$ cat src/rtl/pc_sequencer_if.sv
// Fetch/redirect bundle between the PC sequencer and the fetch/decode side.
// The master modport is the sequencer; the slave modport is its environment.
interface pc_sequencer_if;
  logic        FetchReq;
  logic        FetchAck;
  logic        Stall;
  logic [31:0] PcOut;
  logic        BranchTaken;
  logic [15:0] BranchOffset;
  logic        JumpTaken;
  logic [31:0] JumpTarget;
  logic        IllOp;
  logic        IrqReq;
  logic [31:0] XpOut;
  logic        TrapTaken;

  modport master (
    output FetchReq, PcOut, XpOut, TrapTaken,
    input  FetchAck, Stall, BranchTaken, BranchOffset,
    input  JumpTaken, JumpTarget, IllOp, IrqReq
  );

  modport slave (
    input  FetchReq, PcOut, XpOut, TrapTaken,
    output FetchAck, Stall, BranchTaken, BranchOffset,
    output JumpTaken, JumpTarget, IllOp, IrqReq
  );
endinterface

$ cat src/rtl/pc_sequencer.sv
// Program-counter sequencer: req/ack fetch, next-PC select, trap entry.
// Define PC_SEQ_IRQ_EN to honour IrqReq; otherwise interrupts are ignored.
module pc_sequencer #(
  parameter logic [30:0] RESET_VECTOR = 31'h00000000,
  parameter logic [30:0] ILLOP_VECTOR = 31'h00000004,
  parameter logic [30:0] XADR_VECTOR  = 31'h00000008
) (
  input logic           Clock,
  input logic           Reset,
  pc_sequencer_if.master bus
);
  localparam logic [1:0] BOOT = 2'd0;
  localparam logic [1:0] REQ  = 2'd1;
  localparam logic [1:0] HOLD = 2'd2;

  logic [1:0]  state;
  logic [31:0] pcReg;
  logic [31:0] xpReg;
  logic        trapReg;

  logic [30:0] pcInc;
  logic [30:0] brTgt;
  logic [31:0] nextPc;
  logic        trapHit;
  logic        irqHit;
  logic        advance;

  logic unusedJmp;
  assign unusedJmp = ^bus.JumpTarget[1:0];

`ifdef PC_SEQ_IRQ_EN
  assign irqHit = bus.IrqReq & ~pcReg[31];
`else
  logic unusedIrq;
  assign unusedIrq = ^{bus.IrqReq, XADR_VECTOR};
  assign irqHit = 1'b0;
`endif

  always_comb begin
    pcInc   = pcReg[30:0] + 31'd4;
    brTgt   = pcInc + {{13{bus.BranchOffset[15]}}, bus.BranchOffset, 2'b00};
    trapHit = 1'b0;
    nextPc  = {pcReg[31], pcInc};
    if (bus.IllOp) begin
      nextPc  = {1'b1, ILLOP_VECTOR};
      trapHit = 1'b1;
    end else if (irqHit) begin
`ifdef PC_SEQ_IRQ_EN
      nextPc  = {1'b1, XADR_VECTOR};
`endif
      trapHit = 1'b1;
    end else if (bus.JumpTaken) begin
      // Jumps may leave supervisor mode but never enter it.
      nextPc = {pcReg[31] & bus.JumpTarget[31], bus.JumpTarget[30:2], 2'b00};
    end else if (bus.BranchTaken) begin
      nextPc = {pcReg[31], brTgt};
    end
  end

  always_comb begin
    advance = 1'b0;
    unique case (state)
      REQ:     advance = bus.FetchAck & ~bus.Stall;
      HOLD:    advance = ~bus.Stall;
      default: advance = 1'b0;
    endcase
  end

  always_ff @(posedge Clock) begin
    if (Reset) begin
      state   <= BOOT;
      pcReg   <= {1'b1, RESET_VECTOR};
      xpReg   <= 32'd0;
      trapReg <= 1'b0;
    end else begin
      trapReg <= 1'b0;
      unique case (state)
        BOOT: state <= REQ;
        REQ:  if (bus.FetchAck && bus.Stall) state <= HOLD;
        HOLD: if (!bus.Stall) state <= REQ;
        default: state <= BOOT;
      endcase
      if (advance) begin
        pcReg <= nextPc;
        if (trapHit) begin
          xpReg   <= {pcReg[31], pcInc};
          trapReg <= 1'b1;
        end
      end
    end
  end

  assign bus.FetchReq  = (state == REQ);
  assign bus.PcOut     = pcReg;
  assign bus.XpOut     = xpReg;
  assign bus.TrapTaken = trapReg;
endmodule

$ cat src/flat_wrapper.sv
// flat-port wrapper written by rule: the top's interface ports become plain ports
module pc_sequencer_flat 
#(
  parameter logic [30:0] RESET_VECTOR = 31'h00000000,
  parameter logic [30:0] ILLOP_VECTOR = 31'h00000004,
  parameter logic [30:0] XADR_VECTOR  = 31'h00000008
)
  (Clock, Reset, bus_FetchReq, bus_PcOut, bus_XpOut, bus_TrapTaken, bus_FetchAck, bus_Stall, bus_BranchTaken, bus_BranchOffset, bus_JumpTaken, bus_JumpTarget, bus_IllOp, bus_IrqReq);
  pc_sequencer_if bus_i ();
  input logic Clock;
  input logic Reset;
  output wire logic [$bits(bus_i.FetchReq)-1:0] bus_FetchReq;
  output wire logic [$bits(bus_i.PcOut)-1:0] bus_PcOut;
  output wire logic [$bits(bus_i.XpOut)-1:0] bus_XpOut;
  output wire logic [$bits(bus_i.TrapTaken)-1:0] bus_TrapTaken;
  input wire logic [$bits(bus_i.FetchAck)-1:0] bus_FetchAck;
  input wire logic [$bits(bus_i.Stall)-1:0] bus_Stall;
  input wire logic [$bits(bus_i.BranchTaken)-1:0] bus_BranchTaken;
  input wire logic [$bits(bus_i.BranchOffset)-1:0] bus_BranchOffset;
  input wire logic [$bits(bus_i.JumpTaken)-1:0] bus_JumpTaken;
  input wire logic [$bits(bus_i.JumpTarget)-1:0] bus_JumpTarget;
  input wire logic [$bits(bus_i.IllOp)-1:0] bus_IllOp;
  input wire logic [$bits(bus_i.IrqReq)-1:0] bus_IrqReq;
  assign bus_FetchReq = bus_i.FetchReq;
  assign bus_PcOut = bus_i.PcOut;
  assign bus_XpOut = bus_i.XpOut;
  assign bus_TrapTaken = bus_i.TrapTaken;
  assign bus_i.FetchAck = bus_FetchAck;
  assign bus_i.Stall = bus_Stall;
  assign bus_i.BranchTaken = bus_BranchTaken;
  assign bus_i.BranchOffset = bus_BranchOffset;
  assign bus_i.JumpTaken = bus_JumpTaken;
  assign bus_i.JumpTarget = bus_JumpTarget;
  assign bus_i.IllOp = bus_IllOp;
  assign bus_i.IrqReq = bus_IrqReq;
  pc_sequencer #(.RESET_VECTOR(RESET_VECTOR), .ILLOP_VECTOR(ILLOP_VECTOR), .XADR_VECTOR(XADR_VECTOR)) u_core (.Clock(Clock), .Reset(Reset), .bus(bus_i));
endmodule
$ cat config.mk
export PLATFORM = sky130hd
export DESIGN_NAME = pc_sequencer_flat
export DESIGN_NICKNAME = d
export VERILOG_FILES = /design/src/rtl/pc_sequencer_if.sv /design/src/rtl/pc_sequencer.sv /design/src/flat_wrapper.sv
export SDC_FILE = /design/constraint.sdc
export NUM_CORES = 1
export LEC_CHECK = 0
export BUFFER_PORTS_ARGS = -buffer_cell sky130_fd_sc_hd__buf_2
export CORE_MARGIN = 2
export CORE_UTILIZATION = 50
export CTS_CLUSTER_SIZE = 24
export DETAILED_ROUTE_END_ITERATION = 10
export GPL_TIMING_DRIVEN = 0
export PLACE_DENSITY_LB_ADDON = 0.12
export SYNTH_ARGS = -nofsm -noshare
export SYNTH_HDL_FRONTEND = slang
export SYNTH_SLANG_ARGS = --single-unit
$ cat constraint.sdc
create_clock -name Clock -period 3.81 [get_ports Clock]
set_input_delay 0.762 -clock Clock [delete_from_list [all_inputs] [get_ports Clock]]
set_output_delay 0.762 -clock Clock [all_outputs]
set_load 0.1 [all_outputs]
==> run summary <==
CTS clk-pin slew, worst paths = 0.07 ns
Routed WL = 15500 um
critical path capture point type = register
Max Fclk = 263 MHz
critical-path cell list = and4_4 -> nand4_1 -> nor3_4 -> buf_4 -> xor2_1 -> ha_2 -> nand3_1 -> nand2_1 -> a221oi_2 -> nand3b_1 -> a21oi_2 -> o21bai_1 -> a21oi_1 -> mux2i_1 -> a2bb2oi_1
quantity of hold-fixing buffers added after cts = 0
IO Count = 122
Max-Slew Margin vs Limit = 27.0%
ANT nets after route = 0
hold path depth = 2
chip height = 101 um
Final setup viols = 0
post-layout util = 64.4%
first-pass GRT wire length = 23400 um
routability cong. = 0.977
htree depth = 3
synthesis-stage register bit count = 63
Crit path largest cell delay = 0.41 ns
FF-to-FF Start = u_core.bus.PcOut[10]
setup TNS = 0 ns
vias in the first global route = 4576
synthesized area = 0.00468 mm2
share of cells above drive strength 1 = 27.0%
fin crit share = 99.7%
Synth Warn # = 0
post-synthesis sequential area ratio = 26.9%
Final Hold Fails = 0
CP arrival = 4.08 ns
pin count of the biggest net entering global routing = 21
R2R Setup Slk = 0.01 ns
Longest Clk Path Bufs = 2
Setup WS post-layout = 0.0104 ns
remaining routing DRC violations = 0
worst-margin pin slew = 1.09 ns
clk root buf = clkbuf_8
power density over cell area = 289 mW/mm2
status = completed
CTS tree = done
First-pass DRT Iterations = 5
# clock sinks = 63
Die Wd = 101 um
max_cap viols = 0
Critical R2R Capture = u_core.bus.PcOut[28]
slowest stage cell, crit path = dfxtp_2
Static Leak = 2.89 nW
Layout area overhead = 25.9%
number of distinct library cells after synthesis = 63
worst hold endpoint = u_core.bus.XpOut[30]
design area = 0.00589 mm2
HP Start = u_core.bus.XpOut[30]
initial core utilization = 51.2%
worst hold path type = register to register
clk_skew = 0.00888 ns
EDFF count, synth = 0
grt total ovfl = 0
via count = 5006
initial antenna violation count = 0
Avg Inst Size Synth = 7.94 um2
R2R depth = 15
initial drt markers = 275
Tmin final = 3.80 ns
gr usage total = 29.5%
Via-to-Cell Ratio = 5.95
count of input and output buffers = 113
# rows = 35
Slew Viols, Final = 0
nets = 819
Post-Syn Instances = 590
Worst setup SP type = register
HPWL Detailed = 11400 um
core area = 0.00915 mm2
worst slack, placed = -0.216 ns
Post-synth ARST share = 0%
Critical Path Fanout Max = 7
n_diodes = 0
WHS = 0.449 ns
Placed Area = 0.00542 mm2
CP Data Required Time = 4.09 ns
detailed-route wire length per cell = 18.4 um
top_reg_cell synth = dfxtp_1
Fillers = 863
TritonCTS buffer count = 9
die area = 0.0102 mm2
maximum vdd drop = 0.000134 V
Crit Path Class = register to register
worst-skew pair later-pin latency = 0.35 ns
## cell families (layout without fill, tap and decap cells)
group | Yosys count | after routing | synth area share, %
simple gates | 166 | 166 | 18.2
fa+ha+maj | 38 | 38 | 10.3
flops | 63 | 63 | 26.9
compound gates | 210 | 210 | 28.9
buf+inv | 62 | 199 | 6.12
xor+xnor | 47 | 47 | 8.79
mux | 3 | 3 | 0.641
other cells | 1 | 4 | 0.0801
## cells in the final DEF, fill, tap and decap left out, types with 4 or more instances in the layout
cell type / count
buf_2: 113
nand2_1: 67
o21ai_0: 58
a21oi_1: 49
dfxtp_1: 47
inv_1: 33
ha_1: 32
nor2_1: 23
clkbuf_1: 23
xor2_1: 22
nand3_1: 21
xnor2_1: 20
a21o_1: 15
dfxtp_2: 15
a22o_1: 14
buf_4: 14
clkbuf_8: 12
nand4_1: 7
nand2b_1: 7
o21a_1: 6
o211ai_1: 6
o31ai_1: 6
a211oi_1: 5
a221oi_1: 5
o21bai_1: 5
a22oi_1: 5
and2_1: 4
nor3_1: 4
a31oi_1: 4
a32oi_1: 4
a21boi_0: 4
ha_2: 4
conb_1: 4
## Yosys cell counts (all sizes together) (4+ instances only)
master	n	share of area, %
o211ai	6	0.96
buf	4	0.64
dfxtp	63	27
a221oi	6	1.1
a211oi	6	0.96
o31ai	6	0.96
nand2b	7	0.94
o21ai	58	6.2
a32oi	4	0.75
clkbuf	24	2.1
o21a	6	0.96
a31oi	5	0.67
xnor2	23	4.3
xor2	24	4.5
a21oi	51	5.5
inv	33	2.6
nor2	26	2.1
a41oi	4	0.75
a21boi	4	0.64
a22o	14	2.6
o21bai	5	0.80
and3	7	1.1
nand4	8	1.4
a22oi	5	0.80
ha	37	9.9
nor3	7	0.85
and2	4	0.53
a21o	15	2.4
nand3	24	2.9
nand2	67	5.4
## layout make-up
class	count	area [um2]	share of cell area (%)
plain buffers	27	155	2.63
clock buffers	13	159	2.70
clock inverters	3	65.1	1.10
inverters	33	124	2.10
multi-input cells	468	3330	56.5
flip-flops and latches	63	1280	21.8
well taps	111	139	2.36
repair buffers	123	641	10.9
## state kept, by name, summed over array words and instances (netlist names)
register and flops:
u_core.bus.TrapTaken 1, u_core.bus.XpOut 30, u_core.state 2, u_core.bus.PcOut 30
## worst max-delay path, delay by kind of cell (launching register included)
| family | cells | cell delay (ns) |
|---|---|---|
| mux | 1 | 0.21 |
| simple gates | 6 | 1.25 |
| xor+xnor | 1 | 0.23 |
| fa+ha+maj | 1 | 0.38 |
| flops | 1 | 0.41 |
| buf+inv | 1 | 0.18 |
| compound gates | 5 | 1.07 |
## power by group
group          switching, mW  total (mW)  internal, mW  leakage, nW
Sequential            0.0108       0.677         0.666        0.516
Clock                  0.281       0.685         0.404        0.114
Combinational          0.233       0.342         0.109         2.26
Total                  0.525        1.70          1.18         2.89
## worst max path at each step
stage / start / end / slack (ns) / cells past startpoint
CTS: u_core.bus.PcOut[2] / u_core.bus.PcOut[27] / -0.03 / 14
floorplan: u_core.bus.PcOut[18] / u_core.bus.PcOut[28] / 0.04 / 15
finish: u_core.bus.PcOut[10] / u_core.bus.PcOut[28] / 0.01 / 15
detailed placement: u_core.bus.PcOut[2] / u_core.bus.PcOut[28] / -0.22 / 17
global placement: u_core.bus.PcOut[2] / u_core.bus.PcOut[28] / -0.18 / 17
global route: u_core.bus.PcOut[10] / u_core.bus.PcOut[28] / -0.11 / 15
## repair_timing
action                                  CTS  global route
endpoints found under the setup margin    7            12
pin swaps                                 1             9
buffers inserted                          0            10
gates resized for setup                   8            28
## layer usage
| layer | part of all wire (%) | routed length, um | vias to the layer above | GRT usage, % |
|---|---|---|---|---|
| met5 | 0 | 0 | - | 0 |
| met4 | 1.6 | 251 | 0 | 9.59 |
| met3 | 8.5 | 1310 | 28 | 3.95 |
| met2 | 46 | 7130 | 238 | 46.5 |
| met1 | 44 | 6760 | 2331 | 41.6 |
| li1 | - | - | 2409 | - |
## through the flow
stage	instances	power, mW
2_1_floorplan	593	0.925
3_3_place_gp	817	1.01
3_5_place_dp	817	1.02
4_1_cts	833	1.69
5_1_grt	841	1.76
6_report	841	1.70
(Power assumes the default switching activity.)
